File: config.mk
export PLATFORM = sky130hd
export DESIGN_NAME = alu_seq_flat
export DESIGN_NICKNAME = d
export VERILOG_FILES = /design/src/rtl/alu_seq_if.sv /design/src/rtl/alu_seq.sv /design/src/flat_wrapper.sv
export SDC_FILE = /design/constraint.sdc
export NUM_CORES = 1
export LEC_CHECK = 0
export BUFFER_PORTS_ARGS = -buffer_cell sky130_fd_sc_hd__clkbuf_2
export CORE_MARGIN = 2
export CORE_UTILIZATION = 55
export DETAILED_ROUTE_END_ITERATION = 8
export HOLD_SLACK_MARGIN = 0.03
export PLACE_DENSITY = 0.87
export SETUP_SLACK_MARGIN = 0.1
export SYNTH_ARGS = -nofsm -noshare
export SYNTH_HDL_FRONTEND = slang
export SYNTH_SLANG_ARGS = --single-unit
File: constraint.sdc
create_clock -name clk -period 2.5 [get_ports clk]
set_clock_uncertainty 0.05 [all_clocks]
set_input_delay 0 -clock clk [delete_from_list [all_inputs] [get_ports clk]]
set_output_delay 0 -clock clk [all_outputs]
set_load 0.03 [all_outputs]
File: src/rtl/alu_seq_if.sv
// alu_seq_if: operand/opcode request channel and result/flag response channel
// for the sequential ALU. The ALU takes the slave modport and the producer/consumer
// side takes the master modport.
interface alu_seq_if #(
  parameter int P = 4
);
  logic         in_valid;
  logic         in_ready;
  logic [P-1:0] A;
  logic [P-1:0] B;
  logic [3:0]   OP;
  logic         out_valid;
  logic         out_ready;
  logic [P-1:0] S;
  logic         N;
  logic         Z;
  logic         C;
  logic         V;
  logic         ERR;

  modport master (
    output in_valid, A, B, OP, out_ready,
    input  in_ready, out_valid, S, N, Z, C, V, ERR
  );

  modport slave (
    input  in_valid, A, B, OP, out_ready,
    output in_ready, out_valid, S, N, Z, C, V, ERR
  );
endinterface

File: src/rtl/alu_seq.sv
// alu_seq: multi-cycle P-bit ALU with valid/ready handshakes on both sides.
// Single-cycle ops (add/sub/shifts/logic) are registered straight into DONE.
// MUL runs an iterative shift-add unit and DIV/MOD run a restoring divider, each
// one bit per cycle for P cycles in EXEC.
// Optional feature: define ALU_SEQ_SRA_EN to make OP=10 an arithmetic shift
// right; without it OP=10 decodes as an illegal opcode.
module alu_seq #(
  parameter int P = 4
) (
  input logic       clk,
  input logic       rst_n,
  alu_seq_if.slave  bus
);

  localparam int CW = (P > 2) ? $clog2(P) : 1;
  localparam logic [CW-1:0] LAST = CW'(P - 1);
  localparam logic [CW-1:0] CNT_ONE = CW'(1);
  localparam logic [P:0] P_WIDE = (P + 1)'(P);
  localparam logic [P-1:0] LSB_ONE = {{(P-1){1'b0}}, 1'b1};
  localparam logic [P-1:0] MSB_ONE = {1'b1, {(P-1){1'b0}}};

  localparam logic [1:0] IDLE = 2'd0;
  localparam logic [1:0] EXEC = 2'd1;
  localparam logic [1:0] DONE = 2'd2;

  localparam logic [3:0] OP_ADD = 4'd0;
  localparam logic [3:0] OP_SUB = 4'd1;
  localparam logic [3:0] OP_SHR = 4'd2;
  localparam logic [3:0] OP_SHL = 4'd3;
  localparam logic [3:0] OP_AND = 4'd4;
  localparam logic [3:0] OP_OR  = 4'd5;
  localparam logic [3:0] OP_XOR = 4'd6;
  localparam logic [3:0] OP_MUL = 4'd7;
  localparam logic [3:0] OP_DIV = 4'd8;
  localparam logic [3:0] OP_MOD = 4'd9;
  localparam logic [3:0] OP_SRA = 4'd10;

  typedef struct packed {
    logic [P-1:0] s;
    logic         c;
    logic         v;
    logic         err;
  } res_t;

  logic [1:0]    state;
  logic [CW-1:0] cnt;
  logic [P-1:0]  a_reg;
  logic [P-1:0]  b_reg;
  logic [3:0]    op_reg;

  logic [P-1:0]  mul_hi;
  logic [P-1:0]  mul_lo;
  logic [P-1:0]  div_rem;
  logic [P-1:0]  div_q;
  logic [P-1:0]  mul_hi_next;
  logic [P-1:0]  mul_lo_next;
  logic [P-1:0]  div_rem_next;
  logic [P-1:0]  div_q_next;
  logic [P:0]    mul_sum;
  logic [P:0]    div_shift;

  logic          accept;
  logic          is_iter;
  logic          iter_done;
  logic          load_out;
  res_t          single_res;
  res_t          exec_res;
  res_t          out_next;

  logic [P-1:0]  s_reg;
  logic          n_reg;
  logic          z_reg;
  logic          c_reg;
  logic          v_reg;
  logic          err_reg;

  // Result of every op that completes in one cycle, including illegal opcodes.
  // Shifts by zero pass A through, shifts by P or more clear the carry.
  function automatic res_t single_op(input logic [P-1:0] a, input logic [P-1:0] b,
                                     input logic [3:0] op);
    res_t         r;
    logic [P:0]   wide;
    logic [P-1:0] mask;
    logic         big;
    r    = '0;
    wide = '0;
    mask = '0;
    big  = ({1'b0, b} >= P_WIDE);
    case (op)
      OP_ADD: begin
        wide = {1'b0, a} + {1'b0, b};
        r.s  = wide[P-1:0];
        r.c  = wide[P];
        r.v  = (a[P-1] == b[P-1]) && (r.s[P-1] != a[P-1]);
      end
      OP_SUB: begin
        wide = {1'b0, a} - {1'b0, b};
        r.s  = wide[P-1:0];
        r.c  = wide[P];
        r.v  = (a[P-1] != b[P-1]) && (r.s[P-1] != a[P-1]);
      end
      OP_SHR: begin
        if (b == '0) begin
          r.s = a;
        end else if (!big) begin
          r.s  = a >> b;
          mask = LSB_ONE << (b - LSB_ONE);
          r.c  = |(a & mask);
        end
      end
      OP_SHL: begin
        if (b == '0) begin
          r.s = a;
        end else if (!big) begin
          r.s  = a << b;
          mask = MSB_ONE >> (b - LSB_ONE);
          r.c  = |(a & mask);
        end
      end
      OP_AND: r.s = a & b;
      OP_OR:  r.s = a | b;
      OP_XOR: r.s = a ^ b;
`ifdef ALU_SEQ_SRA_EN
      OP_SRA: begin
        if (b == '0) begin
          r.s = a;
        end else if (big) begin
          r.s = {P{a[P-1]}};
        end else begin
          r.s  = $signed(a) >>> b;
          mask = LSB_ONE << (b - LSB_ONE);
          r.c  = |(a & mask);
        end
      end
`endif
      default: r.err = 1'b1;
    endcase
    return r;
  endfunction

  // One step of the shift-add multiplier and of the restoring divider.
  always_comb begin
    mul_sum      = {1'b0, mul_hi} + (mul_lo[0] ? {1'b0, a_reg} : '0);
    mul_hi_next  = mul_sum[P:1];
    mul_lo_next  = {mul_sum[0], mul_lo[P-1:1]};
    div_shift    = {div_rem, div_q[P-1]};
    div_rem_next = div_shift[P-1:0];
    div_q_next   = {div_q[P-2:0], 1'b0};
    if (div_shift >= {1'b0, b_reg}) begin
      div_rem_next = div_shift[P-1:0] - b_reg;
      div_q_next   = {div_q[P-2:0], 1'b1};
    end
  end

  // Final result of the iterative ops, taken from the last step's next values.
  always_comb begin
    exec_res = '0;
    case (op_reg)
      OP_MUL: begin
        exec_res.s = mul_lo_next;
        exec_res.c = |mul_hi_next;
        exec_res.v = |mul_hi_next;
      end
      OP_DIV: begin
        if (b_reg == '0) begin
          exec_res.s = '1;
          exec_res.v = 1'b1;
        end else begin
          exec_res.s = div_q_next;
        end
      end
      OP_MOD: begin
        if (b_reg == '0) begin
          exec_res.s = a_reg;
          exec_res.v = 1'b1;
        end else begin
          exec_res.s = div_rem_next;
        end
      end
      default: exec_res = '0;
    endcase
  end

  // Handshake decode and selection of what gets loaded into the output registers.
  always_comb begin
    accept     = (state == IDLE) && bus.in_valid;
    is_iter    = (bus.OP == OP_MUL) || (bus.OP == OP_DIV) || (bus.OP == OP_MOD);
    iter_done  = (state == EXEC) && (cnt == LAST);
    load_out   = (accept && !is_iter) || iter_done;
    single_res = single_op(bus.A, bus.B, bus.OP);
    out_next   = iter_done ? exec_res : single_res;
  end

  // Control FSM, captured operands and iterative unit state.
  always_ff @(posedge clk or negedge rst_n) begin
    if (!rst_n) begin
      state   <= IDLE;
      cnt     <= '0;
      a_reg   <= '0;
      b_reg   <= '0;
      op_reg  <= '0;
      mul_hi  <= '0;
      mul_lo  <= '0;
      div_rem <= '0;
      div_q   <= '0;
    end else begin
      case (state)
        IDLE: begin
          if (bus.in_valid) begin
            a_reg  <= bus.A;
            b_reg  <= bus.B;
            op_reg <= bus.OP;
            if (is_iter) begin
              state   <= EXEC;
              cnt     <= '0;
              mul_hi  <= '0;
              mul_lo  <= bus.B;
              div_rem <= '0;
              div_q   <= bus.A;
            end else begin
              state <= DONE;
            end
          end
        end
        EXEC: begin
          mul_hi  <= mul_hi_next;
          mul_lo  <= mul_lo_next;
          div_rem <= div_rem_next;
          div_q   <= div_q_next;
          cnt     <= cnt + CNT_ONE;
          if (cnt == LAST) begin
            state <= DONE;
          end
        end
        DONE: begin
          if (bus.out_ready) begin
            state <= IDLE;
          end
        end
        default: state <= IDLE;
      endcase
    end
  end

  // Result and flag registers, updated only when an operation completes.
  always_ff @(posedge clk or negedge rst_n) begin
    if (!rst_n) begin
      s_reg   <= '0;
      n_reg   <= 1'b0;
      z_reg   <= 1'b0;
      c_reg   <= 1'b0;
      v_reg   <= 1'b0;
      err_reg <= 1'b0;
    end else if (load_out) begin
      s_reg   <= out_next.s;
      n_reg   <= out_next.s[P-1];
      z_reg   <= (out_next.s == '0);
      c_reg   <= out_next.c;
      v_reg   <= out_next.v;
      err_reg <= out_next.err;
    end
  end

  assign bus.in_ready  = rst_n && (state == IDLE);
  assign bus.out_valid = (state == DONE);
  assign bus.S         = s_reg;
  assign bus.N         = n_reg;
  assign bus.Z         = z_reg;
  assign bus.C         = c_reg;
  assign bus.V         = v_reg;
  assign bus.ERR       = err_reg;

endmodule

File: src/flat_wrapper.sv
// flat-port wrapper written by rule: the top's interface ports become plain ports
module alu_seq_flat 
#(
  parameter int P = 4
)
  (clk, rst_n, bus_in_valid, bus_A, bus_B, bus_OP, bus_out_ready, bus_in_ready, bus_out_valid, bus_S, bus_N, bus_Z, bus_C, bus_V, bus_ERR);
  alu_seq_if #(.P(P)) bus_i ();
  input logic clk;
  input logic rst_n;
  input wire logic [$bits(bus_i.in_valid)-1:0] bus_in_valid;
  input wire logic [$bits(bus_i.A)-1:0] bus_A;
  input wire logic [$bits(bus_i.B)-1:0] bus_B;
  input wire logic [$bits(bus_i.OP)-1:0] bus_OP;
  input wire logic [$bits(bus_i.out_ready)-1:0] bus_out_ready;
  output wire logic [$bits(bus_i.in_ready)-1:0] bus_in_ready;
  output wire logic [$bits(bus_i.out_valid)-1:0] bus_out_valid;
  output wire logic [$bits(bus_i.S)-1:0] bus_S;
  output wire logic [$bits(bus_i.N)-1:0] bus_N;
  output wire logic [$bits(bus_i.Z)-1:0] bus_Z;
  output wire logic [$bits(bus_i.C)-1:0] bus_C;
  output wire logic [$bits(bus_i.V)-1:0] bus_V;
  output wire logic [$bits(bus_i.ERR)-1:0] bus_ERR;
  assign bus_i.in_valid = bus_in_valid;
  assign bus_i.A = bus_A;
  assign bus_i.B = bus_B;
  assign bus_i.OP = bus_OP;
  assign bus_i.out_ready = bus_out_ready;
  assign bus_in_ready = bus_i.in_ready;
  assign bus_out_valid = bus_i.out_valid;
  assign bus_S = bus_i.S;
  assign bus_N = bus_i.N;
  assign bus_Z = bus_i.Z;
  assign bus_C = bus_i.C;
  assign bus_V = bus_i.V;
  assign bus_ERR = bus_i.ERR;
  alu_seq #(.P(P)) u_core (.clk(clk), .rst_n(rst_n), .bus(bus_i));
endmodule
==> results.py <==
metrics = {
    "status": {
        "status": "complete, no violations",
    },
    "yosys": {
        "synth_largest_area_cell": "dfrtp_1",
        "syn_area_per_cell_sq_um": 8.560,
        "synth_ff_type": "dfrtp_1",
        "async_flop_share_pct": 100.0,
        "yosysUniqueCellTypes": 61,
        "yosysMostFrequentCell": "nand2_1",
        "yosysSeqAreaShare_pct": 30.94,
        "synth_edf_count": 0,
        "ys_ff_latch": 40,
        "yosys_warnings": 0,
        "synthTopCellsByArea": "dfrtp_1 (31%), ha_1 (8.5%), o21ai_0 (6.5%)",
        "synth_cells": 378,
        "syn_area_sq_mm": 0.003236,
        "synth_top_area_share_pct": 30.94,
        "synth_nets": 420,
        "synth_top_cells_by_count": "nand2_1 (44), o21ai_0 (42), dfrtp_1 (40), a21oi_1 (26), ha_1 (22)",
    },
    "global_route": {
        "grt_pass1_vias": 3080,
        "antenna_found_initial": 0,
        "grtUsageTotal_pct": 29.37,
        "grt_max_degree": 41,
        "grt_overflow": 0,
        "grt_pass1_wl_mm": 14.43,
    },
    "power": {
        "p_per_area_mw_per_mm2": 1086,
        "ir_drop_mv": 0.7556,
        "leakage_nw": 1.694,
        "fin_total_pwr_mw": 4.215,
    },
    "clock_network": {
        "htree_levels": 2,
        "insertion_delay_ns": 0.30,
        "cts_tree": "built",
        "root_buffer": "clkbuf_8",
        "cts.clk_slew.worst_paths_ns": 0.08,
        "cts_sinks": 40,
        "cts_inserted_buffers": 5,
        "clockBufferDepth": 2,
    },
    "timing": {
        "rsz0062_at_grt": "yes",
        "min_period_ns": 2.454,
        "finalHoldViolations": 0,
        "timing.fmax_mhz": 407.5,
        "tightest_slew_ns": 0.5683,
        "slew_headroom_pct": 62.12,
        "setup_viol": 0,
        "fin_crit_sh_pct": 98.15,
        "slew_violations": 0,
    },
    "floorplan": {
        "fp.coreArea_sq_mm": 0.005608,
        "rows": 27,
        "die_h_microns": 80.70,
        "die_width_microns": 80.70,
        "io_pins": 27,
        "die_area_sq_mm": 0.006512,
        "start_util_pct": 57.70,
    },
    "detailed_routing": {
        "viasPerCell": 6.405,
        "drtIter0Drc": 290,
        "antenna_left": 0,
        "wire_per_inst_microns": 19.05,
        "drc": 0,
        "detail_route.first_pass.iterations": 5,
        "wl_mm": 9.603,
        "vias": 3228,
    },
    "setup_path": {
        "cp_slowest_stage_delay_ns": 0.38,
        "start_kind": "flop",
        "crit_path_max_fanout": 4,
        "critPathKind": "reg -> reg",
        "arrival_ns": 2.65,
        "rrSetupSlack_ns": 0.05,
        "crit_required_ns": 2.70,
        "worst_path_max_delay_cell": "dfrtp_1",
        "crit_chain": "inv_2 > ha_4 > or2_4 > a2111oi_4 > nor3_2 > o31a_1 > a211oi_2 > and4b_1 > a32o_1",
        "end_kind": "flop",
    },
    "placement": {
        "dp.cells": 479,
        "place_area_sq_mm": 0.003540,
        "hpwl_mm": 6.547,
        "io_buffers": 26,
        "place.gp.congestion": 0.9476,
    },
    "layout": {
        "stdcell_area_sq_mm": 0.003881,
        "drive_gt1_share_pct": 25.23,
        "diodes": 0,
        "syn_to_final_growth_pct": 19.95,
        "fin_nets": 474,
        "fin_cells": 504,
        "fillers": 445,
    },
    "flow_run": {
        "drv_cap": 0,
    },
    "worst_hold_path": {
        "hold_path_class": "in -> reg",
    },
}
-- where the power goes --
part	switching (mW)	total (mW)	leakage [nW]	internal, mW
Sequential	0.290	1.24	0.493	0.947
Combinational	1.38	2.50	1.15	1.12
Clock	0.232	0.478	0.0503	0.246
Total	1.90	4.21	1.69	2.32
-- layout make-up --
class	instances	area, sq um	area share, %
multi-input cells	301	2190	56.42
flip-flops and latches	40	1001	25.79
repair buffers	65	432.9	11.15
clock buffers	7	96.34	2.482
well taps	72	90.09	2.321
inverters	19	71.32	1.838
-- final timing paths --
kind / from / endpoint / cells past startpoint
max: u_core.b_reg[3]$_DFFE_PN0P_ / u_core.bus.Z$_DFFE_PN0P_ / 9
min: bus_OP[3] / u_core.op_reg[3]$_DFFE_PN0P_ / 2
max reg2reg: u_core.b_reg[3]$_DFFE_PN0P_ / u_core.bus.Z$_DFFE_PN0P_ / 9
min reg2reg: u_core.div_rem[3]$_DFFE_PN0P_ / u_core.div_rem[3]$_DFFE_PN0P_ / 2
max in group asynchronous: rst_n / u_core.bus.S[0]$_DFFE_PN0P_ / 3
min in group asynchronous: rst_n / u_core.b_reg[1]$_DFFE_PN0P_ / 3
-- placed cells by master (no fill, tap or decap), types with 3 or more instances in the layout --
master and instances:
nand2_1 44, o21ai_0 40, dfrtp_1 40, buf_4 35
clkbuf_2 26, a21oi_1 23, inv_1 17, nor2_1 17
ha_1 17, mux2_2 12, nand2b_1 11, nor2b_1 10
mux2i_1 10, o22ai_1 9, a31oi_1 9, nand3_1 7
clkbuf_8 7, nor3_1 6, a21o_1 5, and2_1 4
xnor2_1 4, o21bai_1 4, ha_4 4, dlygate4sd3_1 4
and3_1 3, a32oi_1 3, a211o_1 3, fa_1 3
-- timing repair --
action	4_1_cts	5_1_grt
hold endpoints to repair	43	0
gates resized for setup	4	18
endpoints found under the setup margin	3	3
setup buffers	3	11
pin swaps	3	17
hold buffers	4	0
-- cells by family after synthesis --
kind of cell	count (synthesis)	synth area share (%)
buffers and inverters	37	4.640
AOI/OAI and AO/OA	123	24.28
muxes	22	7.270
and+or+nand+nor	124	20.26
xor gates and xnor gates	6	1.624
adders and majority gates	26	10.98
DFF	40	30.94
-- metrics by stage --
stage / TNS (ns) / setup slack (ns) / hold WS [ns] / utilization, %
6_report: 0 / 0.04614 / 0.04913 / 69.21
5_1_grt: -0.005106 / -0.005106 / 0.06886 / 69.21
4_1_cts: 0 / 0.08176 / 0.04572 / 66.20
3_5_place_dp: -0.03595 / -0.03595 / 0.05864 / 63.12
3_3_place_gp: 0 / 0.1087 / 0.05560 / 63.12
2_1_floorplan: 0 / 0.1730 / -0.3456 / -
-- worst max-delay path, delay by kind of cell (launching register included) --
| kind | cells | cell delay, ns |
|---|---|---|
| simple gates | 3 | 0.60 |
| fa+ha+maj | 1 | 0.16 |
| buf+inv | 1 | 0.07 |
| compound gates | 4 | 1.13 |
| flops | 1 | 0.38 |
-- metal layers --
metal | GRT usage, % | share of wire (%) | vias up
met3 | 7.191 | 7.1 | 39
li1 | - | - | 1472
met5 | 0 | 0 | -
met1 | 34.09 | 40 | 1547
met2 | 49.75 | 50 | 170
met4 | 16.10 | 3.6 | 0
No activity file was read; power rests on OpenSTA's default activity.
